**src/rtl/ysyx_22050518_lsu_pkg.sv**
```systemverilog
// ysyx_22050518_lsu_pkg
// Shared definitions for the load/store unit:
//   - funct3 encodings for loads (LB..LWU) and stores (SB..SD)
//   - FSM state enum used by the top level
//   - size_bytes(): access size in bytes from the low two funct3 bits
package ysyx_22050518_lsu_pkg;

    // Load encodings
    localparam logic [2:0] LB  = 3'b000;
    localparam logic [2:0] LH  = 3'b001;
    localparam logic [2:0] LW  = 3'b010;
    localparam logic [2:0] LD  = 3'b011;
    localparam logic [2:0] LBU = 3'b100;
    localparam logic [2:0] LHU = 3'b101;
    localparam logic [2:0] LWU = 3'b110;

    // Store encodings
    localparam logic [2:0] SB  = 3'b000;
    localparam logic [2:0] SH  = 3'b001;
    localparam logic [2:0] SW  = 3'b010;
    localparam logic [2:0] SD  = 3'b011;

    typedef enum logic [2:0] {
        ST_IDLE,
        ST_ACC0,
        ST_ACC1,
        ST_RESP,
        ST_ERR
    } state_t;

    // Byte count for a size code (funct3[1:0]): 1, 2, 4 or 8
    function automatic logic [3:0] size_bytes(input logic [1:0] sz);
        case (sz)
            2'b00:   size_bytes = 4'd1;
            2'b01:   size_bytes = 4'd2;
            2'b10:   size_bytes = 4'd4;
            default: size_bytes = 4'd8;
        endcase
    endfunction

endpackage

```
**src/rtl/ysyx_22050518_lsu_ext.sv**
```systemverilog
// ysyx_22050518_lsu_ext
// Combinational load-data formatter: shifts the addressed bytes down to
// bit 0, merges in the bytes from the following word when the access
// crosses an 8-byte boundary, truncates to the access size and sign- or
// zero-extends per funct3.
// Ports:
//   word0  - memory word holding the first byte of the access
//   word1  - following memory word (only used when the access crosses)
//   off    - byte offset of the access inside word0
//   funct3 - RISC-V load funct3 (size and signedness)
//   data   - extended load result (0 for an illegal funct3)
module ysyx_22050518_lsu_ext
    import ysyx_22050518_lsu_pkg::*;
#(
    parameter int XLEN = 64
) (
    input  logic [XLEN-1:0] word0,
    input  logic [XLEN-1:0] word1,
    input  logic [2:0]      off,
    input  logic [2:0]      funct3,
    output logic [XLEN-1:0] data
);

    logic [3:0]      n;
    logic [3:0]      n0;
    logic            split;
    logic [XLEN-1:0] lo;
    logic [XLEN-1:0] hi;
    logic [XLEN-1:0] field;

    // Assemble the raw field, then extend according to funct3.
    // n0 can be 8 (off == 0); a 64-bit shift then yields 0, but word1 is
    // masked anyway because such an access never crosses.
    always_comb begin
        n     = size_bytes(funct3[1:0]);
        n0    = 4'd8 - {1'b0, off};
        split = ({1'b0, off} + n) > 4'd8;
        lo    = word0 >> {off, 3'b000};
        hi    = split ? (word1 << {n0, 3'b000}) : '0;
        field = lo | hi;
        case (funct3)
            LB:      data = {{(XLEN-8){field[7]}}, field[7:0]};
            LH:      data = {{(XLEN-16){field[15]}}, field[15:0]};
            LW:      data = {{(XLEN-32){field[31]}}, field[31:0]};
            LD:      data = field;
            LBU:     data = {{(XLEN-8){1'b0}}, field[7:0]};
            LHU:     data = {{(XLEN-16){1'b0}}, field[15:0]};
            LWU:     data = {{(XLEN-32){1'b0}}, field[31:0]};
            default: data = '0;
        endcase
    end

endmodule

```
**src/rtl/ysyx_22050518_lsu.sv**
```systemverilog
// ysyx_22050518_lsu
// Load/store unit between execute and the data memory. Takes one op at a
// time, drives the memory port for one or two accesses, formats load data
// and hands the result plus a difftest skip flag to writeback.
// Configuration macro: YSYX_22050518_LSU_MISALIGN_EN
//   defined   - accesses crossing an 8-byte boundary are split in two
//   undefined - such accesses are rejected with resp_err
// Ports:
//   clk, rst_n                   - clock, asynchronous active-low reset
//   req_valid/req_ready          - request handshake from execute
//   req_wen, req_funct3          - store flag and size/sign code
//   req_addr, req_wdata          - byte address and LSB-aligned store data
//   resp_valid/resp_ready        - result handshake to writeback
//   resp_data, resp_err          - load result, illegal/misaligned flag
//   resp_skip_ref                - OR of mem_skip_ref over the op
//   mem_en, mem_r_addr, mem_r_data                 - read side (aligned)
//   mem_w_en, mem_w_addr, mem_w_width, mem_w_data  - write side
//   mem_skip_ref                 - memory marks access as MMIO/skip
module ysyx_22050518_lsu
    import ysyx_22050518_lsu_pkg::*;
#(
    parameter int XLEN = 64,
    parameter int AW   = 64
) (
    input  logic            clk,
    input  logic            rst_n,
    input  logic            req_valid,
    output logic            req_ready,
    input  logic            req_wen,
    input  logic [2:0]      req_funct3,
    input  logic [AW-1:0]   req_addr,
    input  logic [XLEN-1:0] req_wdata,
    output logic            resp_valid,
    input  logic            resp_ready,
    output logic [XLEN-1:0] resp_data,
    output logic            resp_err,
    output logic            resp_skip_ref,
    output logic            mem_en,
    output logic [AW-1:0]   mem_r_addr,
    input  logic [XLEN-1:0] mem_r_data,
    output logic            mem_w_en,
    output logic [AW-1:0]   mem_w_addr,
    output logic [3:0]      mem_w_width,
    output logic [XLEN-1:0] mem_w_data,
    input  logic            mem_skip_ref
);

    state_t          state;
    logic [2:0]      funct3_q;
    logic [2:0]      off_q;

    logic [3:0]      req_n;
    logic            req_cross;
    logic            req_illegal;
    logic            req_bad;

    logic [XLEN-1:0] ext_word0;
    logic [XLEN-1:0] ext_word1;
    logic [XLEN-1:0] ext_data;

`ifdef YSYX_22050518_LSU_MISALIGN_EN
    logic            split_q;
    logic [XLEN-1:0] word0_q;
    logic [3:0]      req_n0;
    logic [3:0]      cur_n0;
    logic [3:0]      cur_n1;
`endif

    // Decode the incoming request: size, boundary crossing, legality.
    always_comb begin
        req_n       = size_bytes(req_funct3[1:0]);
        req_cross   = ({1'b0, req_addr[2:0]} + req_n) > 4'd8;
        req_illegal = req_wen ? req_funct3[2] : (req_funct3 == 3'b111);
`ifdef YSYX_22050518_LSU_MISALIGN_EN
        req_bad     = req_illegal;
        req_n0      = 4'd8 - {1'b0, req_addr[2:0]};
        cur_n0      = 4'd8 - {1'b0, off_q};
        cur_n1      = size_bytes(funct3_q[1:0]) - cur_n0;
`else
        req_bad     = req_illegal | req_cross;
`endif
    end

`ifdef YSYX_22050518_LSU_MISALIGN_EN
    // In ACC1 the first word comes from the capture register and the live
    // memory data is the second word.
    assign ext_word0 = (state == ST_ACC1) ? word0_q : mem_r_data;
    assign ext_word1 = mem_r_data;
`else
    assign ext_word0 = mem_r_data;
    assign ext_word1 = '0;
`endif

    ysyx_22050518_lsu_ext #(
        .XLEN (XLEN)
    ) u_ext (
        .word0  (ext_word0),
        .word1  (ext_word1),
        .off    (off_q),
        .funct3 (funct3_q),
        .data   (ext_data)
    );

    // Main FSM with registered memory and response outputs.
    // mem_w_en doubles as the latched store flag while an access is in
    // flight, mem_r_addr as the aligned base address and mem_w_data as the
    // store data, so part 1 is derived from the part-0 output registers.
    always_ff @(posedge clk or negedge rst_n) begin
        if (!rst_n) begin
            state         <= ST_IDLE;
            req_ready     <= 1'b1;
            resp_valid    <= 1'b0;
            resp_err      <= 1'b0;
            resp_skip_ref <= 1'b0;
            resp_data     <= '0;
            mem_en        <= 1'b0;
            mem_w_en      <= 1'b0;
            mem_r_addr    <= '0;
            mem_w_addr    <= '0;
            mem_w_width   <= '0;
            mem_w_data    <= '0;
            funct3_q      <= '0;
            off_q         <= '0;
`ifdef YSYX_22050518_LSU_MISALIGN_EN
            split_q       <= 1'b0;
            word0_q       <= '0;
`endif
        end else begin
            case (state)
                ST_IDLE: begin
                    if (req_valid) begin
                        req_ready     <= 1'b0;
                        resp_skip_ref <= 1'b0;
                        resp_err      <= 1'b0;
                        resp_data     <= '0;
                        funct3_q      <= req_funct3;
                        off_q         <= req_addr[2:0];
                        if (req_bad) begin
                            state      <= ST_ERR;
                            resp_valid <= 1'b1;
                            resp_err   <= 1'b1;
                        end else begin
                            state      <= ST_ACC0;
                            mem_en     <= 1'b1;
                            mem_w_en   <= req_wen;
                            mem_r_addr <= {req_addr[AW-1:3], 3'b000};
                            mem_w_addr <= req_addr;
                            mem_w_data <= req_wdata;
`ifdef YSYX_22050518_LSU_MISALIGN_EN
                            split_q     <= req_cross;
                            mem_w_width <= req_cross ? req_n0 : req_n;
`else
                            mem_w_width <= req_n;
`endif
                        end
                    end
                end

                ST_ACC0: begin
                    resp_skip_ref <= resp_skip_ref | mem_skip_ref;
`ifdef YSYX_22050518_LSU_MISALIGN_EN
                    if (split_q) begin
                        state       <= ST_ACC1;
                        word0_q     <= mem_r_data;
                        mem_r_addr  <= mem_r_addr + AW'(8);
                        mem_w_addr  <= mem_r_addr + AW'(8);
                        mem_w_width <= cur_n1;
                        mem_w_data  <= mem_w_data >> {cur_n0, 3'b000};
                    end else begin
`else
                    begin
`endif
                        state      <= ST_RESP;
                        mem_en     <= 1'b0;
                        mem_w_en   <= 1'b0;
                        resp_valid <= 1'b1;
                        resp_data  <= mem_w_en ? '0 : ext_data;
                    end
                end

`ifdef YSYX_22050518_LSU_MISALIGN_EN
                ST_ACC1: begin
                    state         <= ST_RESP;
                    mem_en        <= 1'b0;
                    mem_w_en      <= 1'b0;
                    resp_valid    <= 1'b1;
                    resp_skip_ref <= resp_skip_ref | mem_skip_ref;
                    resp_data     <= mem_w_en ? '0 : ext_data;
                end
`endif

                ST_RESP, ST_ERR: begin
                    if (resp_ready) begin
                        state      <= ST_IDLE;
                        req_ready  <= 1'b1;
                        resp_valid <= 1'b0;
                    end
                end

                default: begin
                    state      <= ST_IDLE;
                    req_ready  <= 1'b1;
                    resp_valid <= 1'b0;
                    mem_en     <= 1'b0;
                    mem_w_en   <= 1'b0;
                end
            endcase
        end
    end

endmodule

```
**config.mk**
```make
export PLATFORM = sky130hd
export DESIGN_NAME = ysyx_22050518_lsu
export DESIGN_NICKNAME = d
export VERILOG_FILES = /design/src/rtl/ysyx_22050518_lsu_pkg.sv /design/src/rtl/ysyx_22050518_lsu_ext.sv /design/src/rtl/ysyx_22050518_lsu.sv
export SDC_FILE = /design/constraint.sdc
export NUM_CORES = 1
export LEC_CHECK = 0
export ABC_AREA = 1
export CAP_MARGIN = 20
export CORE_AREA = 2 2 183 185
export DETAILED_ROUTE_END_ITERATION = 6
export DIE_AREA = 0 0 185 187
export GPL_TIMING_DRIVEN = 0
export PLACE_DENSITY = 0.66
export SYNTH_ARGS = -nofsm -noshare
export SYNTH_HDL_FRONTEND = slang
export SYNTH_SLANG_ARGS = --single-unit
```
**constraint.sdc**
```tcl
create_clock -name clk -period 2.1 [get_ports clk]
set_clock_uncertainty 0.05 [all_clocks]
set_input_delay 0.21 -clock clk [delete_from_list [all_inputs] [get_ports clk]]
set_output_delay 0.21 -clock clk [all_outputs]
set_load 0.03 [all_outputs]
```
==> impl_metrics.tcl <==
set metrics [dict create \
    max_slew.worst_pin.slew_ps 763 \
    yosysSeqAreaShare 0.485 \
    synthTopCellsByCount "nand2_1 (761), dfrtp_1 (210), o21ai_0 (85)" \
    dpl.cell_count 2374 \
    clk_pin_slew_ps 60 \
    max_freq_ghz 0.478 \
    cellPowerDensity_mw_per_mm2 1720 \
    synth_seq_cells 211 \
    die_area_mm2 0.0346 \
    whs_ps -19.0 \
    hold_viol 1 \
    row_count 67 \
    ys.warnings.count 0 \
    start_kind "register" \
    grt_usage 0.265 \
    synth.top_cell.area_share 0.482 \
    via_per_inst 4.74 \
    syn_area_mm2 0.0109 \
    grt-busiest-layer "met2" \
    critPathKind "reg2reg" \
    power_mw 29.6 \
    vias 11500 \
    ir_drop_uv 1210 \
    synth_compound_area_frac 0.0699 \
    regToRegStartpoint "off_q[0]" \
    routed_wl_mm 46.3 \
    first_iter_violations 897 \
    synthTopCellsByArea "dfrtp_1 (48%), nand2_1 (26%), buf_4 (4.8%)" \
    drt-pass1-iter-count 6 \
    io_pins 467 \
    critPathCapture "resp_data[24]" \
    synth-async-reset-ratio 1.00 \
    slew_headroom 0.492 \
    cap_viol_max_count 0 \
    hpwl_mm 36.9 \
    grt_pass1_vias 11400 \
    status "finished, violations left" \
    synthMuxAreaShare 0.00643 \
    avgSynthCellArea_um2 7.46 \
    hold_path.class "in2reg" \
    ant_nets 0 \
    gp_congestion 0.953 \
    rsz0062_at_grt "true" \
    grt_first_pass_wirelength_mm 69.3 \
    crit_required_ps 2520 \
    fin_crit_ps 2090 \
    grt_max_degree 116 \
    slew_violations 0 \
    post-synth-top-count-cell "nand2_1" \
    crit_fanout 10 \
    gr-usage-met1 0.342 \
    fin_setup_tns_ps 0 \
    antenna_found_initial 2 \
    met3_usage 0.0572 \
    fin_nets 2168 \
    wl_per_cell_um 19.1 \
    cts_buffers 26 \
    ys_types 36 \
    clk_latency_ps 540 \
    start_util 0.332 \
    arrival_ps 2510 \
    port-buffer-count 463 \
    syn_to_final_growth_pct 57.4 \
    fin_crit_sh 0.995 \
    r2r_slack_ps 10 \
    globalRouteMet2Util 0.438 \
    leakagePower_nw 8.52 \
    synth-main-ff-cell "dfrtp_1" \
    drc 0 \
    chipHeight_um 187 \
    cts_tree "done" \
    synth_fa_ha_area_frac 0.00528 \
    synth_edf_count 0 \
    clockBufferDepth 3 \
    overflow 0 \
    rr_worst_depth 9 \
    synthCells 1460 \
    numClockSinks 211 \
    drive_gt1_frac 0.109 \
    cp-end-kind "register" \
    failed_checks "negative hold slack" \
    layoutNonFillerInstCount 2429 \
    crit_start "off_q[0]" \
    clockRootBuffer "clkbuf_16" \
    synth_xor_xnor_area_share 0 \
    synth_top_family_by_area "simple AND/OR/NAND/NOR gates" \
    rr_endpoint "resp_data[24]" \
    finalSetupViolations 0 \
    cts_max_level 1 \
    synth-simple-area-share 0.331 \
    dieWidth_um 185 \
    fp.coreArea_mm2 0.0329 \
    synth_top_area_cell "dfrtp_1" \
]
## per-stage QoR
| step | instance area, um^2 | setup WS [ps] | util |
|---|---|---|---|
| after global placement | 16100 | -8400 | 0.490 |
| final | 17200 | 9.93 | 0.522 |
| after global routing | 17200 | -25.5 | 0.522 |
| after detailed placement | 16100 | -1130 | 0.491 |
| after floorplan | 10900 | 85.4 | - |
| after CTS | 17000 | 3.43 | 0.519 |
## area by class of cell
class,instances,area [um^2]
inverters,38,151
clock buffers,38,736
fillers,3173,15700
multi-input cells,1062,4590
well taps,448,561
flip-flops and latches,211,5280
diodes,1,2.50
repair buffers,474,4740
plain buffers,150,1020
clock inverters,7,70.1
## registers in the layout (all words and copies together) (netlist names), 3 cells and up
signal,cells
mem_w_addr,64
mem_w_data,64
state,3
off_q,3
mem_w_width,4
funct3_q,3
resp_data,64
## metal layers
layer / routed length, um / up-vias
li1: - / 5549
met1: 19300 / 5383
met2: 21900 / 495
met3: 3340 / 94
met4: 1760 / 2
met5: 13 / -
## kinds of logic after synthesis
| kind of cell | Yosys count |
|---|---|
| buf+inv | 189 |
| fa+ha+maj | 4 |
| simple gates | 907 |
| flops | 211 |
| compound gates | 141 |
| other cells | 1 |
| mux | 7 |
## power by group
part	internal, mW	switching (mW)	leakage, nW	total [mW]
Combinational	6.96	11.3	5.43	18.3
Sequential	5.75	1.35	2.70	7.10
Clock	2.43	1.78	0.390	4.21
## critical path, cell delays in order, from the launching register on
cell	delay [ps]
dfrtp_2	450
buf_6	160
buf_2	180
o21ai_0	560
a21oi_1	150
o21ai_0	120
nand3_1	120
nand2_1	110
nand2_1	60
nand2_1	50
## what timing repair did
action	4_1_cts	5_1_grt
hold endpoints to repair	96	4
hold buffers	1	3
setup endpoints to repair	202	167
resized for setup	40	49
buffers inserted	5	1
cloned	0	0
pin swaps	2	2
## how the worst min path moves through the flow
stage / startpoint / to / slack [ps] / depth (start not counted)
after floorplan: rst_n / funct3_q[0] / -140 / 0
after global placement: mem_en / mem_en / 410 / 2
after detailed placement: rst_n / resp_data[46] / 230 / 1
after CTS: req_funct3[1] / funct3_q[1] / 30 / 3
after global routing: req_funct3[0] / mem_w_width[2] / 7 / 4
final: req_funct3[0] / mem_w_width[2] / -20 / 4
## placed cells by master, fill, tap and decap left out, types with 3 or more instances in the layout
cell type,instances
nand2_1,760
clkdlybuf4s50_1,452
dfrtp_1,209
o21ai_0,76
buf_4,75
nand3_1,44
nor2_1,41
nand4_1,39
inv_1,32
a21oi_1,30
buf_2,27
clkbuf_16,26
clkbuf_1,23
clkbuf_2,19
buf_6,13
o21ai_1,12
o211ai_1,10
clkbuf_4,6
or2_2,6
dlygate4sd2_1,6
nor2_2,5
mux2i_1,5
inv_2,4
clkbuf_8,4
dlygate4sd3_1,4
o21ai_2,3
clkinv_4,3
nand2_2,3
a21boi_0,3
conb_1,3
clkinv_2,3
Note: power is estimated with default switching activity, not from simulation.
